===== config.mk =====
export PLATFORM = sky130hd
export DESIGN_NAME = arm_hazard_ctrl
export DESIGN_NICKNAME = d
export VERILOG_FILES = /design/src/rtl/arm_hazard_pkg.sv /design/src/rtl/arm_hazard_busy_ctr.sv /design/src/rtl/arm_hazard_ctrl.sv
export SDC_FILE = /design/constraint.sdc
export NUM_CORES = 1
export LEC_CHECK = 0
export BUFFER_PORTS_ARGS = -buffer_cell sky130_fd_sc_hd__buf_4
export CAP_MARGIN = 0
export CORE_MARGIN = 1
export CORE_UTILIZATION = 44
export DETAILED_ROUTE_END_ITERATION = 8
export PLACE_DENSITY = 0.86
export SLEW_MARGIN = 0
export SYNTH_ARGS = -nofsm -noshare
export SYNTH_HDL_FRONTEND = slang
export SYNTH_SLANG_ARGS = --single-unit
export TNS_END_PERCENT = 10

===== constraint.sdc =====
create_clock -name clk -period 1.8 [get_ports clk]
set_clock_uncertainty 0.1 [all_clocks]
set_input_delay 0.09 -clock clk [delete_from_list [all_inputs] [get_ports clk]]
set_output_delay 0.09 -clock clk [all_outputs]
set_load 0.01 [all_outputs]

===== src/rtl/arm_hazard_pkg.sv =====
// Shared types and constants for the ARM pipeline hazard/forwarding controller.
package arm_hazard_pkg;

    typedef enum logic [1:0] {
        FWD_RF = 2'b00,
        FWD_W  = 2'b01,
        FWD_M  = 2'b10
    } fwd_sel_e;

    localparam int PC_REG = 15;

endpackage


===== src/rtl/arm_hazard_busy_ctr.sv =====
// Occupancy counter for the multi-cycle execute unit: loads on an accepted
// start, counts down while not frozen by a memory stall.
module hazard_busy_ctr #(
    parameter int MUL_LAT = 3
) (
    input  logic i_clk,
    input  logic i_rst_n,
    input  logic i_start,
    input  logic i_freeze,
    output logic o_busy,
    output logic o_hold
);

    localparam int CW = (MUL_LAT > 1) ? $clog2(MUL_LAT) : 1;
    localparam logic [CW-1:0] LOAD_VAL = CW'(MUL_LAT - 1);

    logic [CW-1:0] r_cnt;
    logic          w_busy;

    assign w_busy = (r_cnt != '0);

    always_ff @(posedge i_clk or negedge i_rst_n) begin
        if (!i_rst_n) begin
            r_cnt <= '0;
        end else if (!i_freeze) begin
            if (w_busy) begin
                r_cnt <= r_cnt - 1'b1;
            end else if (i_start) begin
                r_cnt <= LOAD_VAL;
            end
        end
    end

    // On the last busy cycle the op completes, so E is released rather than held.
    assign o_busy = w_busy;
    assign o_hold = (r_cnt > CW'(1));

endmodule


===== src/rtl/arm_hazard_ctrl.sv =====
// Hazard and forwarding controller for the 5-stage ARM pipeline.
// Optional ARM_HAZARD_PERF_EN adds saturating stall/flush performance counters.
module arm_hazard_ctrl
    import arm_hazard_pkg::*;
#(
    parameter int REG_AW      = 4,
    parameter int MUL_LAT     = 3,
    parameter int MEM_TIMEOUT = 64,
    parameter int TO_W        = 7
) (
    input  logic              clk,
    input  logic              rst,
    input  logic [REG_AW-1:0] Ra1D,
    input  logic [REG_AW-1:0] Ra2D,
    input  logic [REG_AW-1:0] Ra1E,
    input  logic [REG_AW-1:0] Ra2E,
    input  logic [REG_AW-1:0] Wa3E,
    input  logic [REG_AW-1:0] Wa3M,
    input  logic [REG_AW-1:0] Wa3W,
    input  logic              RegWriteE,
    input  logic              RegWriteM,
    input  logic              RegWriteW,
    input  logic              MemToRegE,
    input  logic              BranchTakenE,
    input  logic              MulStartE,
    input  logic              MemReqM,
    input  logic              MemReadyM,
    output logic [1:0]        ForwardAE,
    output logic [1:0]        ForwardBE,
    output logic              StallF,
    output logic              StallD,
    output logic              StallE,
    output logic              StallM,
    output logic              FlushD,
    output logic              FlushE,
    output logic              FlushW,
    output logic              MemErr
`ifdef ARM_HAZARD_PERF_EN
    ,
    output logic [31:0]       StallCycles,
    output logic [31:0]       FlushCount
`endif
);

    localparam logic [TO_W-1:0] TO_LAST = TO_W'(MEM_TIMEOUT - 1);

    logic            w_mem_stall;
    logic            w_busy;
    logic            w_hold;
    logic            w_mul_stall;
    logic            w_ld_stall;
    fwd_sel_e        w_fwd_a;
    fwd_sel_e        w_fwd_b;
    logic [TO_W-1:0] r_wait_cnt;
    logic            r_mem_err;

    function automatic fwd_sel_e fwd_sel(
        input logic [REG_AW-1:0] ra,
        input logic [REG_AW-1:0] wm,
        input logic [REG_AW-1:0] ww,
        input logic              rwm,
        input logic              rww
    );
        fwd_sel_e sel;
        sel = FWD_RF;
        // The PC reads its own datapath value and must never be bypassed.
        if ((REG_AW == 4) && (32'(ra) == PC_REG)) begin
            sel = FWD_RF;
        end else if (rwm && (wm == ra)) begin
            sel = FWD_M;
        end else if (rww && (ww == ra)) begin
            sel = FWD_W;
        end
        return sel;
    endfunction

    assign w_fwd_a     = fwd_sel(Ra1E, Wa3M, Wa3W, RegWriteM, RegWriteW);
    assign w_fwd_b     = fwd_sel(Ra2E, Wa3M, Wa3W, RegWriteM, RegWriteW);
    assign w_mem_stall = MemReqM && !MemReadyM;

    hazard_busy_ctr #(
        .MUL_LAT (MUL_LAT)
    ) u_busy (
        .i_clk    (clk),
        .i_rst_n  (rst),
        .i_start  (MulStartE),
        .i_freeze (w_mem_stall),
        .o_busy   (w_busy),
        .o_hold   (w_hold)
    );

    assign w_mul_stall = w_hold || (MulStartE && !w_busy && (MUL_LAT > 1));
    assign w_ld_stall  = MemToRegE && ((Wa3E == Ra1D) || (Wa3E == Ra2D)) && !w_busy;

    always_comb begin
        ForwardAE = FWD_RF;
        ForwardBE = FWD_RF;
        StallF    = 1'b0;
        StallD    = 1'b0;
        StallE    = 1'b0;
        StallM    = 1'b0;
        FlushD    = 1'b0;
        FlushE    = 1'b0;
        FlushW    = 1'b0;
        if (!rst) begin
            FlushD = 1'b1;
            FlushE = 1'b1;
            FlushW = 1'b1;
        end else begin
            ForwardAE = w_fwd_a;
            ForwardBE = w_fwd_b;
            if (w_mem_stall) begin
                StallF = 1'b1;
                StallD = 1'b1;
                StallE = 1'b1;
                StallM = 1'b1;
                FlushW = 1'b1;
            end else if (w_mul_stall) begin
                // M keeps advancing; the caller inserts a bubble into M.
                StallF = 1'b1;
                StallD = 1'b1;
                StallE = 1'b1;
            end else if (BranchTakenE) begin
                FlushD = 1'b1;
                FlushE = 1'b1;
            end else if (w_ld_stall) begin
                StallF = 1'b1;
                StallD = 1'b1;
                FlushE = 1'b1;
            end
        end
    end

    always_ff @(posedge clk or negedge rst) begin
        if (!rst) begin
            r_wait_cnt <= '0;
            r_mem_err  <= 1'b0;
        end else if (w_mem_stall) begin
            if (r_wait_cnt != '1) begin
                r_wait_cnt <= r_wait_cnt + 1'b1;
            end
            if (r_wait_cnt == TO_LAST) begin
                r_mem_err <= 1'b1;
            end
        end else begin
            r_wait_cnt <= '0;
        end
    end

    assign MemErr = r_mem_err;

`ifdef ARM_HAZARD_PERF_EN
    logic        w_branch_flush;
    logic [31:0] r_stall_cycles;
    logic [31:0] r_flush_count;

    assign w_branch_flush = rst && BranchTakenE && !w_mem_stall && !w_mul_stall;

    always_ff @(posedge clk or negedge rst) begin
        if (!rst) begin
            r_stall_cycles <= '0;
            r_flush_count  <= '0;
        end else begin
            if (StallF && (r_stall_cycles != '1)) begin
                r_stall_cycles <= r_stall_cycles + 1'b1;
            end
            if (w_branch_flush && (r_flush_count != '1)) begin
                r_flush_count <= r_flush_count + 1'b1;
            end
        end
    end

    assign StallCycles = r_stall_cycles;
    assign FlushCount  = r_flush_count;
`endif

    logic w_unused;
    assign w_unused = RegWriteE;

endmodule


Word level (Yosys, flattened, before mapping) --
Cells that the tools add are included.
Word-level totals: bits of input ports 38, latch bits 0, memories kept 0, RAM bits 0, register bits after elaboration 10, logic and storage cells 65, bits in read-only memories 0
Operators by class: reduce and logical (&&, ||, !) cells 16, shift operators 0, add/sub/neg operators 2, bitwise operators 1, divide/modulo/power cells 0, $lt $le $gt $ge 1, muxes and demuxes 31, equality and inequality tests 11, multiply operators 0
Operator list (count):
- 4-bit equality test | 6
- 1-bit two-way mux | 21
- 2-bit two-way mux | 8
- 7-bit two-way mux | 2
- 4-bit equality test, second input constant | 2
- 1-bit logical AND | 8
- 7-bit by 1-bit adder with 7-bit output, second input constant | 1
- 7-bit by 6-bit equality test with 1-bit output, second input constant | 1
- 7-bit inequality test, second input constant | 1
- 2-bit AND reduction | 2
- 2-bit nonzero test | 2
- 2-bit by 1-bit > comparator with 1-bit output, second input constant | 1
- 1-bit logical NOT | 2
- 1-bit logical OR | 2
- 2-bit inequality test, second input constant | 1
- 2-bit by 1-bit subtractor with 2-bit output, second input constant | 1
- 1-bit NOT | 1

Depth between registers and ports, before layout --
depth in word-level cells 9, mapped depth 7, mapped depth without buffers 6

By module --
A second synthesis with hierarchy kept.
Unflattened totals: cell total of the unflattened synthesis 106, area total of the unflattened synthesis 915.9 µm²
Modules (own cells, without submodules):
- arm_hazard_ctrl | instances 1, cells each 93, area each 775.7 µm²
- hazard_busy_ctr | instances 1, cells each 13, area each 140.1 µm²

Worst setup path after synthesis --
Ideal clock, no wire load.
kind flip-flop to flip-flop, from reg r_wait_cnt[0], to reg r_wait_cnt[5], clock period less this slack 1.582 ns, setup time 0.119 ns, cell stages (with the launch flop) 7, data arrival time 1.363 ns, path slack 0.218 ns, data required time 1.581 ns, cells stage by stage dfrtp_1 > ha_1 > and3_1 > buf_6 > a311oi_2 > xnor2_1 > nor2_1
On the way: cells in the longest elaborated chain, start to end 3
RTL lines:
- start, declared | RTL line arm_hazard_ctrl.sv:54 | logic [TO_W-1:0] r_wait_cnt;
- start signal, assigned | RTL line arm_hazard_ctrl.sv:140 | r_wait_cnt <= r_wait_cnt + 1'b1;
- 7-bit by 1-bit adder with 7-bit output | RTL line arm_hazard_ctrl.sv:140
- 7-bit two-way mux | RTL line arm_hazard_ctrl.sv:139 | if (r_wait_cnt != '1) begin
- 7-bit two-way mux | RTL line arm_hazard_ctrl.sv:138 | end else if (w_mem_stall) begin
Several ways; a longest one is shown, not always the timed one. The select of a mux whose other input is x is not followed. A chain may end at the register's enable or synchronous reset.

Worst setup path in the final report --
from reg u_busy.r_cnt[0], to out StallF
On the way: cells in the longest elaborated chain, start to end 8
RTL lines:
- start, declared | RTL line arm_hazard_busy_ctr.sv:17 | logic [CW-1:0] r_cnt;
- start signal, assigned | RTL line arm_hazard_busy_ctr.sv:27 | r_cnt <= r_cnt - 1'b1;
- 2-bit nonzero test | RTL line arm_hazard_busy_ctr.sv:20 | assign w_busy = (r_cnt != '0);
- 1-bit logical NOT | RTL line arm_hazard_ctrl.sv:92, arm_hazard_ctrl.sv:93
- 1-bit logical AND | RTL line arm_hazard_ctrl.sv:93 | assign w_ld_stall = MemToRegE && ((Wa3E == Ra1D) || (Wa3E == Ra2D)) && !w_busy;
- 1-bit two-way mux | RTL line arm_hazard_ctrl.sv:126 | end else if (w_ld_stall) begin
- 1-bit two-way mux | RTL line arm_hazard_ctrl.sv:123 | end else if (BranchTakenE) begin
- 1-bit two-way mux (*) | RTL line arm_hazard_ctrl.sv:118 | end else if (w_mul_stall) begin
- 1-bit two-way mux (*) | RTL line arm_hazard_ctrl.sv:112 | if (w_mem_stall) begin
- 1-bit two-way mux (*) | RTL line arm_hazard_ctrl.sv:105 | if (!rst) begin
- end, declared | RTL line arm_hazard_ctrl.sv:30 | output logic StallF,
Every way passes the cells marked *; elsewhere a longest branch is shown, timed or not.

==> impl_metrics.yaml <==
outcome:
  outcome: "finished, violations left"
  violated_checks: "setup timing"
global_route:
  grt_remaining_overflow: 0
  globalRouteTotalUtil_pct: 23.9
  grt_pass1_vias: 870
  grt_antenna_before_repair: 0
  first_pass_grt_wire_length_mm: 3.62
  grt_start_max_net_pins: 19
cts:
  cts_made_buffers: 3
  cts_tree: "built"
  cts.sinks: 10
  clock_latency_at_the_later_pin_of_the_worst_skew_pair_ns: 0.27
  clk_pin_slew_worst_paths_ns: 0.07
  htree_num_levels: 1
  clock_path_buffers: 2
  cts-root-buf: "sky130_fd_sc_hd__clkbuf_4"
route:
  route.detailed.drc: 0
  per_cell_routed_wire_length_um: 12.7
  totalWireLength_mm: 2.39
  initialDrtViolationCount: 13
  routed_via_density: 5.35
  number_of_routed_nets_with_antenna_violations: 0
  routed-via-count: 1011
  drt-pass1-iter-count: 4
cells_and_area:
  design_area_mm2: 0.00141
  stdcell_count: 189
  drive_gt1_share_pct: 40.7
  multi_input_comb_area_um2: 643
  regArea_um2: 250
  layout.filler_cells: 152
  num_antenna_cells: 0
  layout_stage_area_growth_over_the_synthesis_result_pct: 56.0
  final_net_count: 205
worst_setup_path:
  regToRegStartpoint: "r_wait_cnt[0]"
  worstSetupStartpointType: "flop"
  cpMaxStageDelayCell: "sky130_fd_sc_hd__dfrtp_1"
  required_time_reported_for_the_critical_path_endpoint_ns: 1.61
  critical-path-max-stage-delay_ns: 0.41
  regToRegSetupSlack_ns: 0.14
  cp_common_cell: "sky130_fd_sc_hd__buf_6"
  crit-reg2reg-capture: "r_wait_cnt[5]"
  cp.buffers_inverters: 2
  critical_path.top_delay_family: "compound AO/OA/AOI/OAI gates"
  criticalPathCategory: "reg2out"
  ordered_cell_list_for_the_critical_path: "buf_6 -> ha_4 -> o211ai_1 -> and2_4 -> o21bai_4 -> buf_6"
  crit_path_capture_type: "primary output"
  reg2regPathDepth: 5
  worst-path-max-fanout: 3
  cp.arrival_ns: 1.72
min_path:
  hold_path_class: "in2reg"
  hold_path_startpoint: "MemReadyM"
  worstHoldEndpoint: "r_wait_cnt[4]"
  hold_path_depth: 4
synthesis:
  synth_nets: 149
  synth_largest_area_cell: "sky130_fd_sc_hd__dfrtp_1"
  syn_inst: 107
  syn_avg_cell_area_um2: 8.44
  synth_top_cells_by_area: "sky130_fd_sc_hd__dfrtp_1 28%, sky130_fd_sc_hd__xnor2_1 15%, sky130_fd_sc_hd__xor2_1 9.7%"
  synth_cell_types: 28
  mappedNetlistArea_um2: 903
  synthesis.yosys.warnings: 0
  yosys.area.top_type_share_pct: 27.7
  ys_seq_elements: 10
  synth_sequential_area_ratio_pct: 27.7
timing:
  setup_tns_ns: -0.369
  number_of_hold_violations_in_the_final_report: 0
  fmax_ghz: 0.524
  final.hold.worst_slack_ns: 0.0136
  tightestPinTransition_ns: 0.409
  post-route-worst-setup-slack_ns: -0.107
  fin_crit_ns: 1.91
  finalCritPeriodShare_pct: 106
  timing.slew.headroom_pct: 72.4
  setup-violations-final: 4
  slew_viol_final: 0
  grt_setup_unrepaired: "yes"
place:
  place_inst: 180
  place_ws_ns: 0.126
  placed_instance_area_mm2: 0.00128
  hpwl_mm: 1.81
  numPortBuffers: 48
  gp_congestion: 0.841
die:
  floorplan.initialDensity_pct: 46.5
  die_y_um: 47.3
  rows: 16
  die_w_um: 47.3
  core_area_mm2: 0.00194
  boundaryPins: 50
  die_area_mm2: 0.00224
power_and_ir_drop:
  pwr_density_cell_mw_per_mm2: 696
  cellLeakagePower_uw: 0.000668
  worst_ir_drop_vdd_mv: 0.670
flow_run:
  timing.max_cap.violations: 0
==> cell type report <==
type / count / share of cell area, %
timing repair buffer: 54 / 30.3
clock buffer: 4 / 2.58
inverter: 5 / 1.33
tap: 27 / 2.40
multi-input combinational: 89 / 45.6
sequential: 10 / 17.8
==> cell families after synthesis <==
kind of cell | Yosys count | synth area share, %
AO/OA/AOI/OAI | 18 | 14.0
XOR/XNOR | 25 | 24.2
adder cells (fa/ha/maj) | 4 | 5.54
buffers and inverters | 8 | 4.71
flip-flops | 10 | 27.7
multiplexers | 1 | 1.11
AND/OR/NAND/NOR | 41 | 22.7
==> flip-flops by register name, indices dropped and copies added, names as in the netlist <==
name          cells
r_wait_cnt        7
u_busy.r_cnt      2
MemErr            1
==> where the power goes <==
part / internal (µW) / leakage [µW] / total (µW) / switching [µW]
sequential: 250 / 0.000135 / 270 / 20.7
combinational: 277 / 0.000513 / 500 / 223
clock: 123 / 0.0000210 / 210 / 87.0
==> tightest hold or removal path, stage by stage <==
cell                      delay (ns)
sky130_fd_sc_hd__buf_4          0.08
sky130_fd_sc_hd__nor2b_1        0.06
sky130_fd_sc_hd__o21ai_0        0.08
sky130_fd_sc_hd__a31oi_1        0.04
==> cell usage in the layout (no fill, tap or decap), types with 2 or more instances in the layout <==
cell type | netlist | final
sky130_fd_sc_hd__a21oi_1 | 2 | 2
sky130_fd_sc_hd__a31oi_1 | 5 | 5
sky130_fd_sc_hd__a41oi_1 | 2 | 2
sky130_fd_sc_hd__and2_1 | 3 | 2
sky130_fd_sc_hd__and3_1 | 3 | 2
sky130_fd_sc_hd__buf_4 | 1 | 48
sky130_fd_sc_hd__buf_6 | 1 | 5
sky130_fd_sc_hd__clkbuf_4 | 0 | 3
sky130_fd_sc_hd__dfrtp_1 | 10 | 10
sky130_fd_sc_hd__ha_1 | 4 | 2
sky130_fd_sc_hd__inv_1 | 5 | 3
sky130_fd_sc_hd__inv_2 | 0 | 2
sky130_fd_sc_hd__nand2_1 | 8 | 8
sky130_fd_sc_hd__nand4_1 | 7 | 7
sky130_fd_sc_hd__nor2_1 | 11 | 11
sky130_fd_sc_hd__nor3_1 | 2 | 2
sky130_fd_sc_hd__nor4_1 | 3 | 3
sky130_fd_sc_hd__o21ai_0 | 4 | 3
sky130_fd_sc_hd__xnor2_1 | 15 | 15
sky130_fd_sc_hd__xor2_1 | 10 | 10
==> timing repair <==
action                                  4_1_cts  5_1_grt
pin swaps                                     5        2
endpoints found under the setup margin        3        9
hold buffers                                  1        0
gates resized for setup                      12        3
cloned                                        0        0
hold endpoints to repair                     10        0
setup buffers                                 4        0
==> synthesized netlist by cell type, drive strengths merged <==
library cell / count
xnor2: 15
nor2: 11
dfrtp: 10
xor2: 10
nand2: 8
nand4: 7
a31oi: 5
inv: 5
ha: 4
o21ai: 4
and2: 3
and3: 3
buf: 3
nor4: 3
a21oi: 2
a41oi: 2
nor3: 2
o21bai: 2
a311oi: 1
a41o: 1
mux2i: 1
nand2b: 1
nand3: 1
nor2b: 1
o211ai: 1
or2: 1
==> per-stage QoR <==
| step | utilization, % | total power [µW] |
|---|---|---|
| finish | 72.6 | 980 |
| global route | 72.6 | 1040 |
| CTS | 72.2 | 967 |
| detailed placement | 66.0 | 636 |
| global placement | 66.0 | 619 |
| floorplan | - | 470 |
==> metal layers <==
layer	up-vias	GRT usage (%)	part of all wire (%)
met4	0	11.4	1.6
met2	48	43.6	51
li1	489	-	-
met5	-	0	0
met3	6	4.23	6.5
met1	468	26.3	41
==> worst max-delay path by stage <==
stage / start / depth (start not counted) / slack [ns] / end
finish: u_busy.r_cnt[0] / 6 / -0.11 / StallF
global route: u_busy.r_cnt[0] / 6 / -0.19 / FlushE
CTS: u_busy.r_cnt[0] / 6 / -0.08 / StallD
detailed placement: u_busy.r_cnt[1] / 7 / 0.13 / FlushE
global placement: u_busy.r_cnt[1] / 7 / 0.21 / FlushE
floorplan: r_wait_cnt[0] / 6 / 0.22 / r_wait_cnt[5]
Note: power is estimated with default switching activity, not from simulation.
